`src/rtl/instruction_fetch_stage.sv`:
```
// IF stage of the 16-bit MIPS datapath: owns the PC, drives the instruction memory
// address and registers the fetched word into IF/ID. Handles stall, flush, redirect and HALT.
module instruction_fetch_stage #(
  parameter logic [15:0] RESET_PC    = 16'h0000,
  parameter logic [15:0] NOP_WORD    = 16'h0000,
  parameter logic [3:0]  HALT_OPCODE = 4'hF
) (
  input  logic        clk,
  input  logic        rst,
  input  logic        stall,
  input  logic        flush,
  input  logic        branch_taken,
  input  logic [15:0] branch_target,
  output logic [15:0] imem_address,
  input  logic [15:0] imem_instruction,
  output logic [15:0] ifid_instruction,
  output logic [15:0] ifid_pc_plus2,
  output logic        ifid_valid,
  output logic        halted
);

  typedef enum logic [1:0] {BOOT, RUN, HALTED} state_t;

  state_t      state_q, state_d;
  logic [15:0] pc_q, pc_d;
  logic [15:0] ifid_instruction_q, ifid_instruction_d;
  logic [15:0] ifid_pc_plus2_q, ifid_pc_plus2_d;
  logic        ifid_valid_q, ifid_valid_d;

  logic [15:0] pc_plus2;
  logic [15:0] redirect_pc;

  assign pc_plus2    = pc_q + 16'd2;
  assign redirect_pc = branch_target & 16'hFFFE;

  // Squash leaves ifid_pc_plus2 untouched; it is meaningless while valid is low.
  always_comb begin
    state_d            = state_q;
    pc_d               = pc_q;
    ifid_instruction_d = ifid_instruction_q;
    ifid_pc_plus2_d    = ifid_pc_plus2_q;
    ifid_valid_d       = ifid_valid_q;

    unique case (state_q)
      BOOT: begin
        state_d = RUN;
      end
      RUN: begin
        if (branch_taken) begin
          pc_d               = redirect_pc;
          ifid_valid_d       = 1'b0;
          ifid_instruction_d = NOP_WORD;
        end else if (stall) begin
          if (flush) begin
            ifid_valid_d       = 1'b0;
            ifid_instruction_d = NOP_WORD;
          end
        end else if (flush) begin
          pc_d               = pc_plus2;
          ifid_valid_d       = 1'b0;
          ifid_instruction_d = NOP_WORD;
        end else begin
          ifid_instruction_d = imem_instruction;
          ifid_pc_plus2_d    = pc_plus2;
          ifid_valid_d       = 1'b1;
          // A captured HALT parks the PC on its own address.
          if (imem_instruction[15:12] == HALT_OPCODE) begin
            state_d = HALTED;
          end else begin
            pc_d = pc_plus2;
          end
        end
      end
      HALTED: begin
        ifid_valid_d       = 1'b0;
        ifid_instruction_d = NOP_WORD;
        if (branch_taken) begin
          pc_d    = redirect_pc;
          state_d = RUN;
        end
      end
      default: begin
        state_d = BOOT;
      end
    endcase
  end

  always_ff @(posedge clk or posedge rst) begin
    if (rst) begin
      state_q            <= BOOT;
      pc_q               <= RESET_PC & 16'hFFFE;
      ifid_instruction_q <= NOP_WORD;
      ifid_pc_plus2_q    <= 16'h0000;
      ifid_valid_q       <= 1'b0;
    end else begin
      state_q            <= state_d;
      pc_q               <= pc_d;
      ifid_instruction_q <= ifid_instruction_d;
      ifid_pc_plus2_q    <= ifid_pc_plus2_d;
      ifid_valid_q       <= ifid_valid_d;
    end
  end

  assign imem_address     = pc_q;
  assign ifid_instruction = ifid_instruction_q;
  assign ifid_pc_plus2    = ifid_pc_plus2_q;
  assign ifid_valid       = ifid_valid_q;
  assign halted           = (state_q == HALTED);

endmodule

```
`config.mk`:
```
export PLATFORM = sky130hd
export DESIGN_NAME = instruction_fetch_stage
export DESIGN_NICKNAME = d
export VERILOG_FILES = /design/src/rtl/instruction_fetch_stage.sv
export SDC_FILE = /design/constraint.sdc
export NUM_CORES = 1
export LEC_CHECK = 0
export BUFFER_PORTS_ARGS = -buffer_cell sky130_fd_sc_hd__buf_2
export CAP_MARGIN = 20
export CORE_AREA = 2 2 77 79
export DETAILED_ROUTE_END_ITERATION = 10
export DIE_AREA = 0 0 79 81
export PLACE_DENSITY = 0.79
export SYNTH_ARGS = -nofsm -noshare
export SYNTH_HDL_FRONTEND = slang
export SYNTH_SLANG_ARGS = --single-unit
```
`constraint.sdc`:
```
create_clock -name clk -period 1.63 [get_ports clk]
set_input_delay 0.0815 -clock clk [delete_from_list [all_inputs] [get_ports clk]]
set_output_delay 0.0815 -clock clk [all_outputs]
set_load 0.005 [all_outputs]
```
### Word level (Yosys, flattened, before mapping)

Index checks and enable logic that the tools add are counted.

* flip-flop bits (word level): 51
* output and inout port bits: 50

* $add $sub $neg: 1
* equal/unequal tests: 11
* mux-type cells: 22
* bitwise gates (word level): 3
* reduce and logical (&&, ||, !) cells: 6

Operator list (number)
* $mux W16: 9
* $pmux W16 S2: 2
* $add A16 B2 Y16 const B: 1
* $mux W2: 5
* $ne A2 B2 Y1 const B: 5
* $ne A4 B4 Y1 const B: 2
* $reduce_and A4 Y1: 2
* $pmux W2 S3: 1
* $reduce_and A5 Y1: 1
* $eq A4 B4 Y1 const B: 1
* $mux W1: 4
* $ne A3 B3 Y1 const B: 1
* $not A1 Y1: 3
* $eq A2 B1 Y1 const B: 1
* $eq A2 B2 Y1 const B: 1
* $logic_not A2 Y1: 1
* $pmux W1 S2: 1
* $reduce_and A2 Y1: 1
* $reduce_bool A2 Y1: 1

### Depth between registers and ports, before layout

Gate-level depths: netlist of run 1.

* depth after elaboration: 6
* mapped depth: 8
* mapped depth without buffers: 6

### Worst setup path before layout of run 1

No wires, ideal clock.

* path kind: register to register
* start: register state_q[1]
* end: register pc_q[11] (netlist: imem_address[11])
* library setup time: 0.121 ns
* arrival: 1.631 ns
* required time: 1.509 ns
* setup slack: -0.123 ns
* stages on the path, launching flop included: 8
* buffers on the path: 1
* cell sequence: dfrtp_1 -> inv_1 -> ha_1 -> or3b_1 -> a32oi_2 -> buf_6 -> a21oi_1 -> o22a_1

* word-level cells in the longest chain between the ends: 3

Ends and longest elaborated chain
* start, declared: line 24 `state_t state_q, state_d;`
* start signal, assigned: line 96 `state_q <= state_d;`
* $eq A2 B1 Y1 or $eq A2 B2 Y1 (tied branches): line 44 `unique case (state_q)`
* $ne A4 B4 Y1 (no source line), or another cell as far along
* $reduce_and A4 Y1 (no source line)
* end signal, assigned: line 91 `pc_q <= RESET_PC & 16'hFFFE;`
* end signal, assigned: line 97 `pc_q <= pc_d;`
* end, declared: line 25 `logic [15:0] pc_q, pc_d;`

Several ways; a longest one is shown, not always the timed one.
A chain may end at the register's enable or synchronous reset.

### Worst setup path in the final report of run 1

* start: register state_q[1]
* end: register pc_q[5] (netlist: imem_address[5])

Same word-level chain as after synthesis.

==> out/results.tsv, run 1 <==
metric	value	unit
worst-skew pair later-pin latency	0.31	ns
# fillers	455	
#FFs+latches synth	49	
Post-synth EDFFs	0	
Sink Count	49	
drt via density	5.304	
Total GRT Usage	21.32	%
grt met2 use	34.32	%
CP required	1.82	ns
Compound-Gate Fraction of Synth Area	22.66	%
Finished Cell Area	0.003603	mm²
Peak VDD IR	0.8751	mV
layout cell share with drive strength beyond 1	45.90	%
drt wl/cell	15.64	µm
Hold Crit Class	in -> reg	
Reg clk slew, reported paths	0.09	ns
synth warn	0	
Starting Density	43.39	%
worst setup margin	-0.1787	ns
placed cells	409	
Slew Limit Fails	0	
most used routing layer	met2	
number of port buffers	83	
Startpoint Class	flip-flop	
largest net degree at the start of global routing	30	
R2R depth	7	
Async S/R FF share, synth	100.0	%
combined area of the multi-input logic cells	0.001217	mm²
initial antenna violation count	0	
Die W	79	µm
Simple-Gate Fraction of Synth Area	13.82	%
failing checks	negative setup slack	
post-layout min period	1.809	ns
Setup Crit Path Kind	reg -> reg	
GR Util met3	3.667	%
max_cap viols	0	
CTS tree	yes	
Achievable Freq	552.9	MHz
Layout Cells excl Fill	441	
# IOs	87	
DRC errors left	0	
Crit Path Max Fanout	8	
outcome	complete, but fails checks	
crit end category	flip-flop	
core footprint	0.005675	mm²
drt total wl	6896	µm
drt first pass iters	5	
mapped cell area	0.002462	mm²
H-tree levels	2	
CTS Buf Count	5	
Root Buffer	clkbuf_8	
Post-Syn Instances	240	
Pleak	1.745	nW
Mapped Avg Cell Area	10.26	µm²
period utilization	111.0	%
CTS max path bufs	2	
vias	2339	
site row count	28	
post-synthesis adder-cell area fraction	2.033	%
Final Hold Vio Count	0	
global route overflow	0	
WP data arrival	2.00	ns
Final GP Congestion	0.8327	
DRT iter0 DRCs	129	
mux cell area share after synthesis	0.8638	%
final setup vio count	33	
first-pass GRT wire length	10680	µm
placed inst area	0.003144	mm²
power per cell area	1958	mW/mm²
n_diodes	0	
Clock Skew	0.009114	ns
die footprint	0.006399	mm²
sequential area share after synthesis	49.80	%
largest family of logic cells by synthesized area	compound AO/OA/AOI/OAI gates	
RSZ-0062 raised after global routing	yes	
Reg area	0.001227	mm²
HPWL after detailed placement	4373	µm
vias in the first global route	2287	
post-synth cell types	49	
Primary FF master, synth	dfrtp_1	
Final ANT Viol Nets	0	
Post-Synth XOR/XNOR Area	4.624	%
final net count	406	
met1 Track Usage GR	27.51	%
Die Ht	81	µm
worst hold path cell count	2	
Area Overhead vs Synth	46.34	%
==> registers in the layout, summed over array words and instances (netlist names) <==
signal / flops
ifid_pc_plus2: 15
ifid_instruction: 16
imem_address: 15
ifid_valid: 1
state_q: 2
==> layout by cell type, fill, tap and decap left out, types with 3 or more instances in the layout <==
| cell | instances |
|---|---|
| dlygate4sd3_1 | 14 |
| o21ai_1 | 7 |
| a22o_1 | 16 |
| nor2_2 | 3 |
| nor3_1 | 4 |
| buf_2 | 83 |
| and3_1 | 4 |
| buf_6 | 10 |
| a21oi_2 | 4 |
| nor2_1 | 18 |
| clkbuf_8 | 6 |
| nand4_1 | 3 |
| a31oi_1 | 3 |
| xnor2_1 | 9 |
| buf_4 | 29 |
| a21oi_1 | 14 |
| o22a_1 | 5 |
| nand3_1 | 6 |
| dfrtp_1 | 48 |
| xor2_1 | 4 |
| nand2_1 | 12 |
| inv_2 | 3 |
| o21ai_0 | 12 |
==> repair_timing <==
item / 4_1_cts / 5_1_grt
gates cloned: 3 / 1
setup buffers: 2 / 5
hold endpoints to repair: 33 / 0
pin swaps: 2 / 22
hold buffers: 14 / 0
gates resized for setup: 22 / 17
setup endpoints to repair: 32 / 36
==> synthesized netlist by cell type, types with 5 or more instances <==
| cell | number | area share (%) |
|---|---|---|
| o21ai_0 | 16 | 3.3 |
| inv_1 | 5 | 0.76 |
| buf_2 | 10 | 2.0 |
| a22o_1 | 16 | 5.7 |
| and3_1 | 5 | 1.3 |
| o22a_1 | 5 | 1.8 |
| a21oi_1 | 18 | 3.7 |
| nor2_1 | 20 | 3.0 |
| dfrtp_1 | 49 | 50 |
| nand3_1 | 6 | 1.2 |
| xnor2_1 | 9 | 3.2 |
| nand2_1 | 13 | 2.0 |
==> metal layers <==
| metal | wire length [µm] | up-vias | part of all wire, % |
|---|---|---|---|
| li1 | - | 1109 | - |
| met1 | 2951 | 1125 | 43 |
| met2 | 3392 | 82 | 49 |
| met3 | 349 | 23 | 5.1 |
| met4 | 202 | 0 | 2.9 |
| met5 | 0 | - | 0 |
==> area by class of cell <==
cell class              count  share of cell area (%)
inverters                   5                  0.5208
multi-input cells         166                   33.78
clock buffers               6                   2.292
repair buffers            138                   25.69
flip-flops and latches     49                   34.06
well taps                  75                   2.604
clock inverters             2                   1.042
==> power breakdown <==
part,internal [mW],switching [mW],total [mW]
Clock,0.499,0.414,0.913
Sequential,1.72,0.353,2.07
Combinational,2.19,1.88,4.07
==> path summary, 6_finish.rpt <==
kind | startpoint | end | slack (ns)
max in group asynchronous | rst | imem_address[15] | 0.79
min | imem_instruction[14] | ifid_instruction[14] | 0.01
max | state_q[1] | imem_address[5] | -0.18
min in group asynchronous | rst | ifid_instruction[10] | 0.32
min reg2reg | ifid_pc_plus2[11] | ifid_pc_plus2[11] | 0.48
max reg2reg | state_q[1] | imem_address[5] | -0.18
==> through the flow <==
step | setup TNS [ns] | utilization (%) | setup slack, ns | total power [mW] | hold slack, ns
after floorplan | -0.3481 | - | -0.03047 | 4.060 | 0.2141
after global routing | -5.247 | 63.49 | -0.2605 | 7.536 | 0.005296
after CTS | -1.776 | 62.08 | -0.1413 | 6.728 | 0.008261
final | -2.777 | 63.49 | -0.1787 | 7.057 | 0.01086
after global placement | -2.378 | 55.40 | -0.1064 | 5.158 | 0.1158
after detailed placement | -3.584 | 55.40 | -0.1615 | 5.276 | 0.1198
==> cells by family after synthesis <==
family / after synthesis
AO/OA/AOI/OAI: 78
AND/OR/NAND/NOR: 67
flip-flops: 49
buffers and inverters: 26
XOR/XNOR: 13
adder cells (fa/ha/maj): 4
multiplexers: 2
other: 1
==> worst max-delay path: stages (launching register included) <==
cell	delay, ns
dfrtp_1	0.40
inv_2	0.09
ha_4	0.13
or3b_4	0.39
a32oi_4	0.29
buf_6	0.20
a21oi_2	0.04
o22a_1	0.15
Note: power is estimated with default switching activity, not from simulation.
==> inputs of run 2 (changes only) <==
--- a/config.mk
+++ b/config.mk
@@ -5,12 +5,13 @@
 export SDC_FILE = /design/constraint.sdc
 export NUM_CORES = 1
 export LEC_CHECK = 0
+export ABC_AREA = 1
 export BUFFER_PORTS_ARGS = -buffer_cell sky130_fd_sc_hd__buf_2
 export CAP_MARGIN = 20
-export CORE_AREA = 2 2 77 79
+export CORE_AREA = 2 2 80 82
 export DETAILED_ROUTE_END_ITERATION = 10
-export DIE_AREA = 0 0 79 81
-export PLACE_DENSITY = 0.79
+export DIE_AREA = 0 0 82 84
+export PLACE_DENSITY = 0.77
 export SYNTH_ARGS = -nofsm -noshare
 export SYNTH_HDL_FRONTEND = slang
 export SYNTH_SLANG_ARGS = --single-unit
==> run 2 against run 1 <==
Net effect: the flow now finishes without violations; clock power down 23%; maximum frequency is 20% higher; final area shrank 9.3%; synthesized area grew 5.7%; largest power group unchanged; highest routed layer unchanged.
==> out/results.tsv, run 2 <==
metric	value	unit	change
worst setup margin	0.1264	ns	+0.3051 ns
Reg area	0.001227	mm²	unchanged
vias in the first global route	2328		+1.8%
combined area of the multi-input logic cells	0.001126	mm²	-7.5%
overall power	5.694	mW	-19%
drt wl/cell	12.25	µm	-22%
DRT iter0 DRCs	223		+73%
placed inst area	0.003124	mm²	-0.64%
Total GRT Usage	18.86	%	-2.5 points
power per cell area	1743	mW/mm²	-11%
CTS max path bufs	2		unchanged
Area Overhead vs Synth	25.47	%	
sequential area share after synthesis	47.09	%	-2.7 points
# IOs	87		unchanged
placed cells	489		+20%
most instantiated cells after synthesis	98 x nand2_1, 55 x inv_1, 49 x dfrtp_1		
RSZ-0062 raised after global routing	no		
DRC errors left	0		unchanged
mapped cell area	0.002604	mm²	+5.7%
site row count	29		+3.6%
Hold WS	0.01455	ns	+0.003696 ns
final net count	464		+14%
first-pass GRT wire length	10310	µm	-3.5%
Layout Cells excl Fill	501		+14%
most frequent cells in the layout	98 x nand2_1, 83 x buf_2, 51 x inv_1, 48 x dfrtp_1, 39 x nor2_1		
CP required	1.81	ns	about the same
total negative slack	0	ns	+2.777 ns
drt via density	4.802		-9.5%
Peak VDD IR	0.7838	mV	-10%
largest net degree at the start of global routing	31		+3.3%
WP data arrival	1.69	ns	-0.31 ns
Synth top area share	47.09	%	-2.7 points
area leader, netlist	dfrtp_1		
post-synth cell types	27		-45%
Achievable Freq	665.1	MHz	+20%
most frequent cell after synthesis	nand2_1		
Die Ht	84	µm	+3.7%
outcome	finished, final reports clean		
Crit Path Max Fanout	17		+9
Setup Crit Path Kind	reg -> reg		
period utilization	92.25	%	-19 points
initial antenna violation count	0		unchanged
Reg clk slew, reported paths	0.09	ns	about the same
drt total wl	6137	µm	-11%
ranking of synthesized cells by area	dfrtp_1 47%, nand2_1 14%, inv_1 7.9%		
global route overflow	0		unchanged
Pleak	1.778	nW	+1.8%
Final GP Congestion	0.8167		-1.9%
final setup vio count	0		-100%
utilization after layout	53.59	%	-9.9 points
Final Hold Vio Count	0		unchanged
layout cell share with drive strength beyond 1	29.25	%	-17 points
crit end category	flip-flop		
core footprint	0.006096	mm²	+7.4%
#FFs+latches synth	49		unchanged
CTS tree	yes		
Sink Count	49		unchanged
worst-skew pair later-pin latency	0.30	ns	about the same
Final ANT Viol Nets	0		unchanged
Slew Limit Fails	0		unchanged
Root Buffer	clkbuf_8		
Post-Syn Instances	334		+39%
Starting Density	42.71	%	-0.67 points
Hold Crit Class	in -> reg		
Finished Cell Area	0.003267	mm²	-9.3%
Async S/R FF share, synth	100.0	%	unchanged
max_cap viols	0		unchanged
Primary FF master, synth	dfrtp_1		
max reg flops	16		unchanged
Placement Setup Slack	0.001264	ns	+0.1627 ns
H-tree levels	2		unchanged
number of port buffers	83		unchanged
Clock Skew	0.005789	ns	-0.003326 ns
n_diodes	0		unchanged
# fillers	570		+25%
synth warn	0		unchanged
Startpoint Class	flip-flop		
commonest non-fill, non-tap cell in the layout	nand2_1		
Post-synth EDFFs	0		unchanged
HPWL after detailed placement	4544	µm	+3.9%
Mapped Avg Cell Area	7.796	µm²	-24%
CTS Buf Count	5		unchanged
drt first pass iters	4		-1
die footprint	0.006888	mm²	+7.6%
Die W	82	µm	+3.8%
post-layout min period	1.504	ns	-0.3051 ns
vias	2406		+2.9%
-- run 2: cell types whose count changed in the layout (fill, tap and decap cells not counted), moves of 7 or more --
| cell | change |
|---|---|
| nand2_1 | +86 |
| inv_1 | +49 |
| buf_4 | -24 |
| nor2_1 | +21 |
| a22o_1 | -16 |
| a21oi_1 | -13 |
| dlygate4sd3_1 | -13 |
| nand3_1 | +12 |
| buf_6 | -10 |
| o22ai_2 | +9 |
| o21ai_1 | -7 |
| xnor2_1 | -7 |
-- run 2: area by class of cell --
type / count / area share [%]
sequential: 49 / 37.57
clock buffer: 7 / 2.336
inverter: 55 / 6.434
tap: 77 / 2.949
timing repair buffer: 92 / 16.01
multi-input combinational: 220 / 34.47
clock inverter: 1 / 0.2298
-- run 2: path summary, 6_finish.rpt --
kind	from	end	slack, ns	cells past startpoint
max	state_q[1]	ifid_instruction[6]	0.13	7
min	imem_instruction[7]	ifid_instruction[7]	0.01	3
max reg2reg	state_q[1]	ifid_instruction[6]	0.13	7
min reg2reg	ifid_pc_plus2[15]	ifid_pc_plus2[15]	0.48	2
max in group asynchronous	rst	ifid_pc_plus2[15]	0.78	4
min in group asynchronous	rst	ifid_instruction[0]	0.33	3
-- run 2: power breakdown --
group	switching (mW)	internal, mW	leakage, nW
Sequential	0.458	1.73	0.625
Clock	0.396	0.304	0.0385
Combinational	1.63	1.18	1.11
-- run 2: timing repair --
| action | 4_1_cts | 5_1_grt |
|---|---|---|
| cloned | 0 | 0 |
| resized for setup | 0 | 11 |
| hold buffers | 1 | 0 |
| setup buffers | 3 | 0 |
| setup endpoints to repair | 2 | 26 |
| endpoints found under the hold margin | 19 | 0 |
| pin swaps | 0 | 1 |
-- run 2: kinds of logic (layout without fill, tap and decap cells) --
kind of cell / count (synthesis) / in the layout / share of synthesized area [%]
AND/OR/NAND/NOR: 172 / 172 / 27.82
buffers and inverters: 66 / 155 / 10.62
flip-flops: 49 / 49 / 47.09
AO/OA/AOI/OAI: 38 / 38 / 11.00
adder cells (fa/ha/maj): 4 / 4 / 1.922
XOR/XNOR: 3 / 3 / 1.009
other: 1 / 2 / 0.1440
multiplexers: 1 / 1 / 0.3844
-- run 2: critical path, cell delays in order, from the launching register on --
cell,delay [ns]
dfrtp_1,0.39
inv_1,0.07
ha_2,0.20
nand2_1,0.09
inv_1,0.07
a21oi_4,0.16
buf_4,0.28
o22ai_1,0.12
-- run 2: per-layer routing --
metal  global-route usage [%]  vias up  routed length [µm]
li1                         -     1219                   -
met1                    25.45     1115                2708
met2                    30.38       65                3025
met3                    3.788        7                 330
met4                    5.455        0                  72
met5                        0        -                   0
==> inputs of run 3 (changes only) <==
--- a/config.mk
+++ b/config.mk
@@ -12,6 +12,7 @@
 export DETAILED_ROUTE_END_ITERATION = 10
 export DIE_AREA = 0 0 82 84
 export PLACE_DENSITY = 0.77
+export REMOVE_ABC_BUFFERS = 1
 export SYNTH_ARGS = -nofsm -noshare
 export SYNTH_HDL_FRONTEND = slang
 export SYNTH_SLANG_ARGS = --single-unit
==> run 3 against run 2 <==
Net effect: non-clock buffer count up 6; sequential power hardly changed; maximum frequency is 4.2% lower; critical endpoint is now imem_address[12]; largest cell class unchanged; flip-flop and latch count did not move; highest routed layer unchanged.
==> out/results.tsv, run 3 (synthesis gave the netlist of run 2 again) <==
metric	value	unit	change
critical path cell sequence	inv_2 > ha_4 > nand2_2 > nand2_2 > a21oi_4 > nand2_4 > clkbuf_16 > nor2_1 > nand2_1 > nand2_1		
crit end category	flip-flop		
Pleak	1.852	nW	+4.2%
Final GP Congestion	0.7606		-6.9%
commonest non-fill, non-tap cell in the layout	nand2_1		
final net count	470		+1.3%
Hold Crit Class	in -> reg		
crit path launch	state_q[1]		
outcome	finished, final reports clean		
worst setup margin	0.05992	ns	-0.06648 ns
final setup vio count	0		unchanged
Startpoint Class	flip-flop		
DRC errors left	0		unchanged
drt total wl	6528	µm	+6.4%
Layout Cells excl Fill	507		+1.2%
max incr delay on CP	0.44	ns	+0.05 ns
# IOs	87		unchanged
Placement Setup Slack	-0.006634	ns	-0.007898 ns
layout cell share with drive strength beyond 1	32.79	%	+3.5 points
die footprint	0.006888	mm²	unchanged
worst r2r src	state_q[1]		
post-layout min period	1.570	ns	+0.06648 ns
utilization after layout	56.24	%	+2.6 points
total negative slack	0	ns	unchanged
Achievable Freq	636.9	MHz	-4.2%
largest net degree at the start of global routing	50		+61%
WP data arrival	1.82	ns	+0.13 ns
H-tree levels	2		unchanged
worst hold path startpoint	imem_instruction[7]		
drt first pass iters	4		unchanged
power per cell area	1844	mW/mm²	+5.8%
max_cap viols	0		unchanged
placed inst area	0.003147	mm²	+0.72%
RSZ-0062 raised after global routing	yes		
Reg clk slew, reported paths	0.09	ns	about the same
placed cells	492		+0.61%
# fillers	552		-3.2%
core footprint	0.006096	mm²	unchanged
Tightest Pin Transition	0.6246	ns	
slew margin rel.	58.36	%	
drt via density	4.836		+0.71%
number of port buffers	83		unchanged
Slew Limit Fails	0		unchanged
Setup Crit Path Kind	reg -> reg		
Peak VDD IR	1.018	mV	+30%
Total GRT Usage	17.87	%	-0.99 points
most frequent cells in the layout	95 x nand2_1, 83 x buf_2, 49 x inv_1, 48 x dfrtp_1, 36 x nor2_1		
Area Overhead vs Synth	31.67	%	
CTS Buf Count	5		unchanged
Crit Path Max Fanout	8		-9
Critical R2R Capture	imem_address[12]		
vias in the first global route	2257		-3.0%
initial antenna violation count	0		unchanged
Finished Cell Area	0.003428	mm²	+4.9%
Root Buffer	clkbuf_8		
Die Ht	84	µm	unchanged
CTS tree	yes		
worst hold path cell count	3		unchanged
global route overflow	0		unchanged
reg2reg setup slack	0.06	ns	-0.07 ns
Final Hold Vio Count	0		unchanged
period utilization	96.32	%	+4.1 points
HPWL after detailed placement	4368	µm	-3.9%
first-pass GRT wire length	9749	µm	-5.4%
Final ANT Viol Nets	0		unchanged
R2R depth	10		+3
CTS max path bufs	2		unchanged
Die W	82	µm	unchanged
vias	2452		+1.9%
Clock Skew	0.006192	ns	+0.0004038 ns
site row count	29		unchanged
Max stage delay cell, worst path	dfrtp_1		
drt wl/cell	12.88	µm	+5.1%
DRT iter0 DRCs	123		-45%
worst-skew pair later-pin latency	0.30	ns	about the same
Starting Density	42.71	%	unchanged
n_diodes	0		unchanged
Hold WS	0.01782	ns	+0.003263 ns
Sink Count	49		unchanged
Worst Hold Endpoint	ifid_instruction[7]		
overall power	6.322	mW	+11%
CP required	1.88	ns	+0.07 ns
max reg flops	16		unchanged
==> run 3: timing repair <==
item                                    4_1_cts  5_1_grt
endpoints found under the setup margin        2       21
buffers inserted                              1        2
hold buffers                                  1        0
hold endpoints to repair                     49        0
resized for setup                             0       27
cloned                                        0        3
pin swaps                                     0        3
==> run 3: report_power, final <==
part           switching [mW]  internal, mW  total, mW
sequential              0.460          1.73       2.19
clock                   0.419         0.305      0.724
combinational            1.86          1.55       3.41
==> run 3: layout make-up <==
cell class	instances	area (µm²)	area share [%]
Sequential cell	49	1227	35.80
Multi-Input combinational cell	220	1186	34.60
Timing Repair Buffer	98	619.3	18.07
Inverter	55	209.0	6.095
Tap cell	77	96.34	2.810
Clock buffer	5	68.82	2.007
Clock inverter	3	21.27	0.6204
==> run 3: worst max path at each step <==
stage | cells past startpoint | slack [ns] | endpoint
after global placement | 7 | 0.11 | ifid_instruction[7]
final | 10 | 0.06 | imem_address[12]
after CTS | 10 | 0.04 | imem_address[12]
after floorplan | 7 | -0.15 | ifid_instruction[15]
after detailed placement | 7 | -0.007 | ifid_instruction[9]
after global routing | 8 | -0.01 | ifid_pc_plus2[8]
==> run 3: per-layer routing <==
metal	vias up	track usage (%)	part of all wire [%]
met5	-	0	0
met4	0	7.121	1.6
met3	9	3.463	7.6
met2	88	29.93	47
met1	1118	22.22	44
li1	1237	-	-
==> run 3: critical path: cells and delay by family (launching register included) <==
kind            cells  cell delay [ns]
buf+inv             2             0.27
flops               1             0.44
simple gates        6             0.46
compound gates      1             0.17
fa+ha+maj           1             0.18
